===== config.mk =====
export PLATFORM = sky130hd
export DESIGN_NAME = ufm_read_arbiter
export DESIGN_NICKNAME = d
export VERILOG_FILES = /design/src/rtl/ufm_read_arbiter.sv
export SDC_FILE = /design/constraint.sdc
export NUM_CORES = 1
export LEC_CHECK = 0
export CAP_MARGIN = 30
export CORE_UTILIZATION = 25
export DETAILED_ROUTE_END_ITERATION = 7
export PLACE_DENSITY_LB_ADDON = 0.3
export SYNTH_ARGS = -nofsm -noshare
export SYNTH_HDL_FRONTEND = slang
export SYNTH_SLANG_ARGS = --single-unit
export TNS_END_PERCENT = 100

===== constraint.sdc =====
create_clock -name clk -period 3.3 [get_ports clk]
set_input_delay 0.66 -clock clk [delete_from_list [all_inputs] [get_ports clk]]
set_output_delay 0.66 -clock clk [all_outputs]
set_load 0.01 [all_outputs]

===== src/rtl/ufm_read_arbiter.sv =====
// Round-robin arbiter sharing the UFM page buffer's random-read port among N_REQ requesters,
// with flush sequencing, a mandatory gap cycle after every operation, and a read timeout.
//
// state | meaning
// IDLE  | serve a pending flush first, otherwise grant the next requester round-robin
// READ  | buf_read_en/buf_addr held until buf_rand_valid or the cycle budget runs out
// GAP   | one dead cycle; a stale buf_rand_valid echo from the buffer is ignored here
module ufm_read_arbiter #(
  parameter int N_REQ   = 2,
  parameter int ADDR_W  = 15,
  parameter int TIMEOUT = 4095
) (
  input  logic                    clk,
  input  logic                    rst,
  input  logic [N_REQ-1:0]        req_valid,
  input  logic [N_REQ*ADDR_W-1:0] req_addr,
  output logic [N_REQ-1:0]        req_ack,
  output logic [N_REQ-1:0]        req_err,
  output logic [7:0]              req_data,
  input  logic                    flush_req,
  output logic                    flush_ack,
  output logic [ADDR_W-1:0]       buf_addr,
  output logic                    buf_read_en,
  output logic                    buf_flush,
  input  logic [7:0]              buf_data,
  input  logic                    buf_rand_valid
);

  typedef enum logic [1:0] {IDLE, READ, GAP} state_t;

  localparam logic [11:0] TO_LAST = 12'(TIMEOUT - 1);

  state_t            state;
  logic [1:0]        rr;
  logic [1:0]        grant;
  logic [11:0]       cnt;
  logic [1:0]        pick;
  logic              found;
  logic [ADDR_W-1:0] pick_addr;
  logic [1:0]        next_rr;

  assign req_data = buf_data;

  // First pending requester at or after the rr pointer, wrapping.
  always_comb begin
    pick  = rr;
    found = 1'b0;
    for (int k = 0; k < N_REQ; k++) begin
      if (!found && req_valid[(int'(rr) + k) % N_REQ]) begin
        found = 1'b1;
        pick  = 2'((int'(rr) + k) % N_REQ);
      end
    end
  end

  assign pick_addr = req_addr[int'(pick)*ADDR_W +: ADDR_W];
  assign next_rr   = (int'(grant) == N_REQ - 1) ? 2'd0 : grant + 2'd1;

  always_ff @(posedge clk) begin
    if (rst) begin
      state       <= IDLE;
      req_ack     <= '0;
      req_err     <= '0;
      flush_ack   <= 1'b0;
      buf_flush   <= 1'b0;
      buf_read_en <= 1'b0;
      buf_addr    <= '0;
      rr          <= '0;
      grant       <= '0;
      cnt         <= '0;
    end else begin
      req_ack   <= '0;
      req_err   <= '0;
      flush_ack <= 1'b0;
      buf_flush <= 1'b0;
      case (state)
        IDLE: begin
          if (flush_req) begin
            flush_ack <= 1'b1;
            buf_flush <= 1'b1;
            state     <= GAP;
          end else if (found) begin
            grant       <= pick;
            buf_addr    <= pick_addr;
            buf_read_en <= 1'b1;
            cnt         <= '0;
            state       <= READ;
          end
        end
        READ: begin
          // A valid arriving on the last budget cycle still counts as a hit.
          if (buf_rand_valid) begin
            req_ack[grant] <= 1'b1;
            buf_read_en    <= 1'b0;
            rr             <= next_rr;
            state          <= GAP;
          end else if (cnt == TO_LAST) begin
            req_err[grant] <= 1'b1;
            buf_read_en    <= 1'b0;
            rr             <= next_rr;
            state          <= GAP;
          end else begin
            cnt <= cnt + 12'd1;
          end
        end
        GAP:     state <= IDLE;
        default: state <= IDLE;
      endcase
    end
  end

endmodule

After elaboration in Yosys (flattened, before gate mapping)
Cells that the tools add are included.
{ "word_totals": {"register_bits": 39, "input_bits": 44, "output_inout_bits": 30, "elab_cells": 77} }
{ "op_classes": {"add_sub_neg": 3, "multipliers": 1, "n_lt_le_gt_ge": 4, "n_eq_ne": 9, "shift": 1, "mux": 30, "n_bitwise": 6, "reduce_logical": 14} }
{ "ops": {"columns": ["operator", "n"], "rows": [
  ["$mux 12", 4],
  ["$shiftx 30x7->15", 1],
  ["$pmux 12 s2", 1],
  ["$mux 2", 9],
  ["$mux 1", 13],
  ["$add 12x1->12 const B", 1],
  ["$eq 12x12->1 const B", 1],
  ["$ne 2x2->1 const B", 4],
  ["$mul 2x4->6 const B", 1],
  ["$ne 3x3->1 const B", 2],
  ["$not 1->1", 5],
  ["$reduce_and 5->1", 1],
  ["$pmux 2 s2", 1],
  ["$reduce_and 2->1", 2],
  ["$reduce_and 4->1", 1],
  ["$reduce_bool 2->1", 2],
  ["$reduce_or 4->1", 1],
  ["$lt 2x3->1 const B", 1],
  ["$reduce_and 3->1", 1],
  ["$reduce_or 3->1", 1],
  ["$add 2x1->2 const B", 1],
  ["$eq 2x1->1 const B", 1],
  ["$eq 2x2->1 const B", 1],
  ["$ge 2x1->1 const B", 1],
  ["other kinds (10)", 11]
]} }

Depth between registers and ports, before layout
Gate-level depths: netlist of the first run.
{ "logic_depth": {"word_depth": 10, "depth_mapped": 7, "ltp_nobuf": 6} }

Least setup slack after synthesis of the first run
OpenSTA, ideal clock, no wires.
{ "synth_timing": {"path_type": "input -> register", "start": "input rst", "end": "register cnt[10]", "setup_time_ps": 92, "t_arrival_ps": 1756, "setup_slack_ps": 1452, "path_stages": 6, "path_buffers": 2, "cell_sequence": "clkbuf_1 > or3b_1 > buf_2 > nor4b_1 > nand3_1 > o32ai_1"} }
{ "synth_lines": {"columns": ["item", "line_no", "source"], "rows": [
  ["from (decl)", "14", "input logic rst,"],
  ["to (signal assigned)", "103", "cnt <= cnt + 12'd1;"],
  ["to (decl)", "36", "logic [11:0] cnt;"]
]} }

Worst setup path in the final report of the first run
{ "layout_timing": {"start": "input buf_rand_valid", "end": "register cnt[2]"} }
{ "layout_between": {"elab_chain_cells": 2} }
{ "layout_lines": {"columns": ["item", "line_no", "source"], "rows": [
  ["from (decl)", "26", "input logic buf_rand_valid"],
  ["$ne 2x2->1 (no line)", null, null],
  ["$reduce_and 5->1 (no line)", null, null]
]} }
Every way passes these cells.
A chain may end at the register's enable or synchronous reset.

==> summary.txt, run 1 <==
Pwr per Cell Area -> 423 nW/µm²
Max Cap Viol -> 0
Async SR Flop Fraction -> 0
Post-synth EDFFs -> 0
RSZ-0062 raised after global routing -> no
Yosys top cell area share -> 0.394
PostCTS Resize Cnt -> 0
vias in the first global route -> 1680
Synth Net Count -> 258
Die W -> 89.9 µm
Inserted Diodes -> 0
Max Buffers Root-to-Sink -> 2
clock sinks -> 38
# IOs -> 74
Worst IR Drop VDD -> 0.153 mV
number of H-tree levels -> 2
Fin Hold WS -> 448 ps
Post-Synthesis Cell Area -> 1930 µm²
slowest cell on the critical path -> o31a_1
period utilization -> 0.666
worst hold path class -> flip-flop to flip-flop
pin count of the biggest net entering global routing -> 40
gpl congestion -> 0.746
initial DRC count -> 96
port bufs -> 57
met2 track demand over resource -> 0.209
Slew headroom -> 0.374
root buf cell -> clkbuf_8
Final ANT Viol Nets -> 0
Bufs and invs on worst path -> 1
fin. max-slew vios -> 0
clk_skew -> 3.65 ps
clock-pin slew on the worst setup and hold paths -> 70 ps
Slew @ Worst Pin -> 939 ps
syn_area_per_cell -> 9.10 µm²
Post-CTS Hold Buffers -> 0
number of failing hold endpoints at the final stage -> 0
post-synthesis cell count -> 212
setup tns final -> 0 ps
CP Max Fanout -> 13
capturing element type of the critical path -> flip-flop
core area -> 7370 µm²
min Tclk post-route -> 2200 ps
busiest grt layer -> met2
Yosys reg bits -> 38
leakage -> 0.901 nW
synth cell count leaders -> dfxtp_1, nor2_1, a211oi_1
row count -> 31
critical path launch point type -> input port
count leader, synth -> dfxtp_1
Layout fillers -> 763
CTS Buf Count -> 5
Post-route DRC -> 0
Clock Latency Late Sink -> 280 ps
WL final -> 4650 µm
kind of critical path -> input port to flip-flop
initial antenna violation count -> 0
total grt overflow -> 0
Critical Path, Cell by Cell -> clkdlybuf4s50_1, nor3b_2, o31a_1, o22ai_1, a32o_1
Vias -> 1708
die area -> 8070 µm²
YS warnings -> 0
CP arrival -> 2380 ps
Yosys top cell by area -> dfxtp_1
total setup buffers inserted after CTS -> 0
Detail Placement HPWL -> 3300 µm
met3 usage -> 0.0305
global-route wire length before repair -> 7980 µm
status -> complete, no violations
Final setup viols -> 0
Wirelength per Cell -> 13.2 µm
Worst EP required -> 3480 ps
Post-synth top flop -> dfxtp_1
share of layout cells above drive strength 1 -> 0.0754
Seq/Total Area, Yosys -> 0.394
fmax -> 455 MHz
vias per cell -> 4.87
area grow syn2layout -> 34.4%
Vert. Die Dim -> 89.9 µm
CTS tree -> done
M1 GR Usage -> 0.145
CP top delay family -> compound AO/OA/AOI/OAI gates
distinct cell type count after synthesis -> 48
Worst path max stage delay -> 530 ps
# nets final -> 298
largest cells by area after synthesis -> dfxtp_1, mux2i_1, a211oi_1
Initial Util -> 0.262
GRT Util Overall -> 0.123
DRT Pass-1 Iters -> 5
[where the power goes]
part	switching (mW)	internal (mW)	leakage [nW]	total (mW)
logic	0.0892	0.113	0.534	0.202
registers	0.0162	0.482	0.310	0.498
clock network	0.154	0.242	0.0573	0.396
[registers in the layout, indices dropped and copies added (netlist names)]
name / flops
rr: 1
req_err: 2
cnt: 12
buf_addr: 15
req_ack: 2
buf_flush: 1
buf_read_en: 1
grant: 2
state: 2
[cell usage in the layout (no fill, tap or decap), types with 5 or more instances in the layout]
master,netlist,final
clkbuf_8,0,6
o21ai_0,5,5
a211oi_1,16,16
mux2i_1,15,15
a21oi_1,6,6
dfxtp_1,38,38
clkdlybuf4s50_1,0,57
inv_1,6,6
nand3_1,8,8
nor2_1,24,24
nor3_1,6,6
nor4b_1,5,5
nand2_1,8,8
[cell families (layout without fill, tap and decap cells)]
kind of cell | after synthesis | count (layout) | share of synthesized area
buf+inv | 33 | 73 | 0.101
flops | 38 | 38 | 0.394
mux | 15 | 15 | 0.0778
fa+ha+maj | 3 | 3 | 0.0182
compound gates | 48 | 48 | 0.186
simple gates | 75 | 75 | 0.222
[per-stage QoR]
step / worst slack, ps / total power [mW] / cells / area, µm² / util
2_1_floorplan: 1450 / 0.627 / 212 / 1930 / -
3_3_place_gp: 796 / 0.712 / 344 / 2480 / 0.337
3_5_place_dp: 768 / 0.714 / 344 / 2480 / 0.337
4_1_cts: 1070 / 1.12 / 351 / 2590 / 0.352
5_1_grt: 934 / 1.15 / 351 / 2590 / 0.352
6_report: 1100 / 1.10 / 351 / 2590 / 0.352
[per-layer routing]
metal  wire [µm]  vias up
met5           0        -
met3         243       15
met1        2010      784
met4         140        0
met2        2250       50
li1            -      859
[final timing paths]
check             slack (ps)         end  cells past startpoint            from
setup / recovery        1100      cnt[2]                      5  buf_rand_valid
hold / removal           450  req_ack[0]                      1        grant[1]
setup reg to reg        1370      cnt[5]                      5          cnt[4]
hold reg to reg          450  req_ack[0]                      1        grant[1]
[area by class of cell]
type,count,area [µm²],share of cell area
Multi-Input combinational cell,141,980,0.378
Sequential cell,38,761,0.293
Timing Repair Buffer,60,593,0.229
Tap cell,99,124,0.0478
Clock buffer,6,82.6,0.0319
Clock inverter,1,30.0,0.0116
Inverter,6,22.5,0.00869
No activity file was read; power rests on OpenSTA's default activity.
==> run 2, diff against run 1 <==
==> constraint.sdc (replaced) <==
create_clock -name clk -period 1.9 [get_ports clk]
set_input_delay 0.38 -clock clk [delete_from_list [all_inputs] [get_ports clk]]
set_output_delay 0.38 -clock clk [all_outputs]
set_load 0.01 [all_outputs]
==> summary.txt, run 2 (synthesis gave the netlist of run 1 again) <==
status -> complete, no violations
setup tns final -> 0 ps (unchanged)
met3 WL post-DR -> 200 µm (-18%)
CP arrival -> 1930 ps (-450 ps)
Max Cap Viol -> 0 (unchanged)
clock-pin slew on the worst setup and hold paths -> 80 ps (about the same)
# nets final -> 321 (+7.7%)
worst hold path class -> flip-flop to flip-flop
worst setup path endpoint -> cnt[8]
critical path launch point type -> flip-flop
gpl congestion -> 0.803 (+7.6%)
max reg flops -> 15 (unchanged)
placed insts -> 367 (+6.7%)
core area -> 7370 µm² (unchanged)
number of failing hold endpoints at the final stage -> 0 (unchanged)
CTS Buf Count -> 5 (unchanged)
GRT Util Overall -> 0.127 (+0.00422)
Clock Latency Late Sink -> 290 ps (about the same)
Largest Register -> buf_addr
global-route wire length before repair -> 8210 µm (+2.9%)
port bufs -> 57 (unchanged)
Inserted Diodes -> 0 (unchanged)
root buf cell -> clkbuf_8
capturing element type of the critical path -> flip-flop
fmax -> 568 MHz
leakage -> 1.01 nW (+12%)
Slew headroom -> 0.730 (+0.356)
die area -> 8070 µm² (unchanged)
CP Max Fanout -> 9 (-4)
total grt overflow -> 0 (unchanged)
WL final -> 4880 µm (+5.0%)
clk_skew -> 5.47 ps (+1.82 ps)
RSZ-0062 raised after global routing -> no
commonest non-fill, non-tap cells in the layout -> clkdlybuf4s50_1, dfxtp_1, buf_4
M1 wire length -> 2130 µm (+6.0%)
vias in the first global route -> 1747 (+4.0%)
Slew @ Worst Pin -> 405 ps (-535 ps)
Layout fillers -> 753 (-1.3%)
fin. max-slew vios -> 0 (unchanged)
Wirelength per Cell -> 13.0 µm (-1.7%)
initial antenna violation count -> 0 (unchanged)
Detail Placement HPWL -> 3630 µm (+10%)
Final ANT Viol Nets -> 0 (unchanged)
DRT Pass-1 Iters -> 4 (-1)
initial DRC count -> 117 (+22%)
Post-DP Area -> 2670 µm² (+7.5%)
Vert. Die Dim -> 89.9 µm (unchanged)
vias per cell -> 4.77 (-2.0%)
number of H-tree levels -> 2 (unchanged)
# IOs -> 74 (unchanged)
worst hold stages -> 1 (unchanged)
row count -> 31 (unchanged)
Largest regs -> buf_addr: 15 flops, cnt: 12 flops
Die W -> 89.9 µm (unchanged)
Max Buffers Root-to-Sink -> 2 (unchanged)
R2R Path Start -> cnt[3]
Layout Cells excl Fill -> 375 (+6.8%)
Worst IR Drop VDD -> 0.279 mV (+82%)
kind of critical path -> flip-flop to flip-flop
Post-CTS Hold Buffers -> 0 (unchanged)
worst r2r path cells -> 6 (+1)
highest routed layer -> met4
share of layout cells above drive strength 1 -> 0.156 (+0.0804)
min Tclk post-route -> 1760 ps
r2r endpoint -> cnt[8]
commonest non-fill, non-tap cell in the layout -> clkdlybuf4s50_1
Final setup viols -> 0 (unchanged)
Pwr per Cell Area -> 653 nW/µm² (+54%)
Initial Util -> 0.262 (unchanged)
Worst EP required -> 2070 ps (-1410 ps)
Post-route DRC -> 0 (unchanged)
CTS tree -> done
period utilization -> 0.926
fin area -> 2770 µm² (+6.9%)
Vias -> 1788 (+4.7%)
Hold Crit Start -> grant[1]
area grow syn2layout -> 43.6%
Reg2Reg Setup Slack -> 140 ps (-1230 ps)
pin count of the biggest net entering global routing -> 33 (-18%)
metal2 WL -> 2380 µm (+5.5%)
CP Launch Point -> cnt[3]
clock sinks -> 38 (unchanged)
[run 2: cell types whose count changed in the layout (fill, tap and decap cells not counted), sizes merged]
cell and change:
clkinv +1, bufinv -1, buf +23, clkbuf +1
[run 2: area by class of cell]
cell class / count / area (µm²) / area share
Clock buffer: 7 / 86.3 / 0.0312
Inverter: 6 / 22.5 / 0.00813
Clock inverter: 1 / 5.00 / 0.00181
Tap cell: 99 / 124 / 0.0447
Multi-Input combinational cell: 141 / 993 / 0.359
Sequential cell: 38 / 761 / 0.275
Timing Repair Buffer: 83 / 778 / 0.281
[run 2: per-stage QoR]
step                utilization  setup WS (ps)  hold WS (ps)  power, mW
detailed placement        0.362          -29.0           459       1.26
CTS                       0.375            208           470       1.84
global route              0.376           56.8           477       1.90
floorplan                     -            332           413       1.09
finish                    0.376            140           466       1.81
global placement          0.362          -54.9           456       1.26
[run 2: power by group]
part           total [mW]  internal [mW]  switching, mW
sequential          0.865          0.838         0.0277
clock               0.570          0.293          0.277
combinational       0.375          0.216          0.159
total                1.81           1.35          0.464
[run 2: timing repair]
| action | in CTS | in global routing |
|---|---|---|
| buffers inserted | 0 | 0 |
| gates resized for setup | 1 | 1 |
| endpoints found under the setup margin | 4 | 1 |
[run 2: critical path, cell delays in order, from the launching register on]
cell	delay, ps
dfxtp_1	460
nand4_2	190
buf_4	210
o31a_1	290
buf_4	170
a41oi_1	240
a21oi_1	90
[run 2: how the worst min path moves through the flow]
stage	slack, ps	endpoint
after floorplan	410	req_ack[0]
after global placement	460	req_ack[0]
after detailed placement	460	req_ack[0]
after CTS	470	req_ack[0]
after global routing	480	req_ack[0]
final	470	req_ack[0]
[run 2: per-layer routing]
metal	track usage	up-vias
met3	0.0271	17
met4	0.0793	0
met2	0.213	39
met5	0	-
li1	-	904
met1	0.147	828
==> run 3, diff against run 2 <==
--- a/config.mk
+++ b/config.mk
@@ -6,6 +6,8 @@
 export NUM_CORES = 1
 export LEC_CHECK = 0
 export CAP_MARGIN = 30
+export CELL_PAD_IN_SITES_DETAIL_PLACEMENT = 1
+export CELL_PAD_IN_SITES_GLOBAL_PLACEMENT = 1
 export CORE_UTILIZATION = 25
 export DETAILED_ROUTE_END_ITERATION = 7
 export PLACE_DENSITY_LB_ADDON = 0.3
==> summary.txt, run 3 (synthesis gave the netlist of run 1 again) <==
PostCTS Resize Cnt -> 1 (unchanged)
footprint of the multi-input gates -> 985 µm² (-0.88%)
leakage -> 1.03 nW (+2.1%)
clk_skew -> 5.65 ps (+0.182 ps)
Post-route DRC -> 0 (unchanged)
CTS tree -> done
critical path launch point type -> flip-flop
clock-pin slew on the worst setup and hold paths -> 70 ps (about the same)
commonest non-fill, non-tap cells in the layout -> clkdlybuf4s50_1, dfxtp_1, buf_4
Detail Placement HPWL -> 4220 µm (+16%)
Slew @ Worst Pin -> 505 ps (+100 ps)
WL final -> 5700 µm (+17%)
max reg flops -> 15 (unchanged)
capturing element type of the critical path -> flip-flop
setup ws final -> 159 ps (+18.6 ps)
worst setup slack after placement -> -29.2 ps (-0.228 ps)
total setup buffers inserted after CTS -> 0 (unchanged)
Tot Pwr -> 1.97 mW (+9.1%)
Sequential cell area -> 761 µm² (unchanged)
min Tclk post-route -> 1740 ps (-18.6 ps)
initial DRC count -> 71 (-39%)
CTS Buf Count -> 5 (unchanged)
Final setup viols -> 0 (unchanged)
Vias -> 1863 (+4.2%)
Layout fillers -> 860 (+14%)
CP Max Fanout -> 6 (-3)
slowest cell on the critical path -> o31ai_2
period utilization -> 0.916 (-0.00980)
vias per cell -> 4.95 (+3.9%)
Largest Register -> buf_addr
Worst IR Drop VDD -> 0.366 mV (+31%)
die area -> 8070 µm² (unchanged)
Pwr per Cell Area -> 703 nW/µm² (+7.5%)
Post-CTS Hold Buffers -> 0 (unchanged)
root buf cell -> clkbuf_8
commonest non-fill, non-tap cell in the layout -> clkdlybuf4s50_1
Wirelength per Cell -> 15.2 µm (+16%)
Vert. Die Dim -> 89.9 µm (unchanged)
number of failing hold endpoints at the final stage -> 0 (unchanged)
clock sinks -> 38 (unchanged)
Initial Util -> 0.262 (unchanged)
Final ANT Viol Nets -> 0 (unchanged)
# IOs -> 74 (unchanged)
worst hold path class -> flip-flop to flip-flop
area grow syn2layout -> 45.7%
Bufs and invs on worst path -> 2 (unchanged)
Worst path max stage delay -> 450 ps (about the same)
initial antenna violation count -> 0 (unchanged)
number of H-tree levels -> 2 (unchanged)
share of layout cells above drive strength 1 -> 0.162 (+0.00666)
pin count of the biggest net entering global routing -> 21 (-36%)
setup tns final -> 0 ps (unchanged)
RSZ-0062 raised after global routing -> no
global-route wire length before repair -> 9770 µm (+19%)
row count -> 31 (unchanged)
Critical Path, Cell by Cell -> inv_1, ha_1, nand3_1, o31ai_2, buf_4, nor3_1, a22o_1
kind of critical path -> flip-flop to flip-flop
CP arrival -> 1930 ps (about the same)
Slew headroom -> 0.661 (-0.0690)
Worst EP required -> 2090 ps (+20 ps)
vias in the first global route -> 2016 (+15%)
Inserted Diodes -> 0 (unchanged)
Die W -> 89.9 µm (unchanged)
port bufs -> 57 (unchanged)
Fin Hold WS -> 474 ps (+7.79 ps)
fin. max-slew vios -> 0 (unchanged)
status -> complete, no violations
fmax -> 574 MHz (+1.1%)
gpl congestion -> 0.735 (-8.5%)
# nets final -> 323 (+0.62%)
GRT Util Overall -> 0.151 (+0.0241)
Clock Latency Late Sink -> 290 ps (about the same)
Max Buffers Root-to-Sink -> 2 (unchanged)
core area -> 7370 µm² (unchanged)
Max Cap Viol -> 0 (unchanged)
DRT Pass-1 Iters -> 4 (unchanged)
CP top delay family -> compound AO/OA/AOI/OAI gates
total grt overflow -> 0 (unchanged)
Largest regs -> buf_addr: 15 flops, cnt: 12 flops
==> run 3: changes by cell type in the layout (fill, tap and decap cells not counted), sizes merged <==
cell and change:
clkinv -1, clkbuf -1, buf +2, bufinv +1
==> run 3: path summary, 6_finish.rpt <==
kind	from	to	slack (ps)	cells past startpoint
max reg2reg	cnt[0]	cnt[9]	160	7
min	grant[1]	req_ack[0]	470	1
max	cnt[0]	cnt[9]	160	7
min reg2reg	grant[1]	req_ack[0]	470	1
==> run 3: layout make-up <==
type,count,share of cell area
Multi-Input combinational cell,141,0.350
Timing Repair Buffer,85,0.287
Sequential cell,38,0.271
Tap cell,99,0.0441
Clock buffer,6,0.0294
Clock inverter,1,0.0107
Inverter,6,0.00801
==> run 3: worst reg2reg max path, delay by kind of cell, from the launching register on <==
kind / cells / cell delay, ps
buf+inv: 2 / 300
compound gates: 2 / 640
flops: 1 / 310
simple gates: 2 / 180
fa+ha+maj: 1 / 200
==> run 3: power breakdown <==
group	switching [mW]	internal [mW]
clock network	0.293	0.420
logic	0.168	0.226
registers	0.0300	0.837
total	0.491	1.48
==> run 3: routing by layer <==
layer  part of all wire  GRT usage  vias up
li1                   -          -      904
met3              0.039     0.0279       12
met1               0.43      0.172      901
met5                  0          0        -
met4              0.027     0.0685        0
met2               0.50      0.273       46
==> run 3: metrics by stage <==
step	util	area, µm²	instances
floorplan	-	1930	212
global placement	0.365	2690	369
detailed placement	0.365	2690	369
CTS	0.381	2810	376
global route	0.381	2810	376
finish	0.381	2810	376
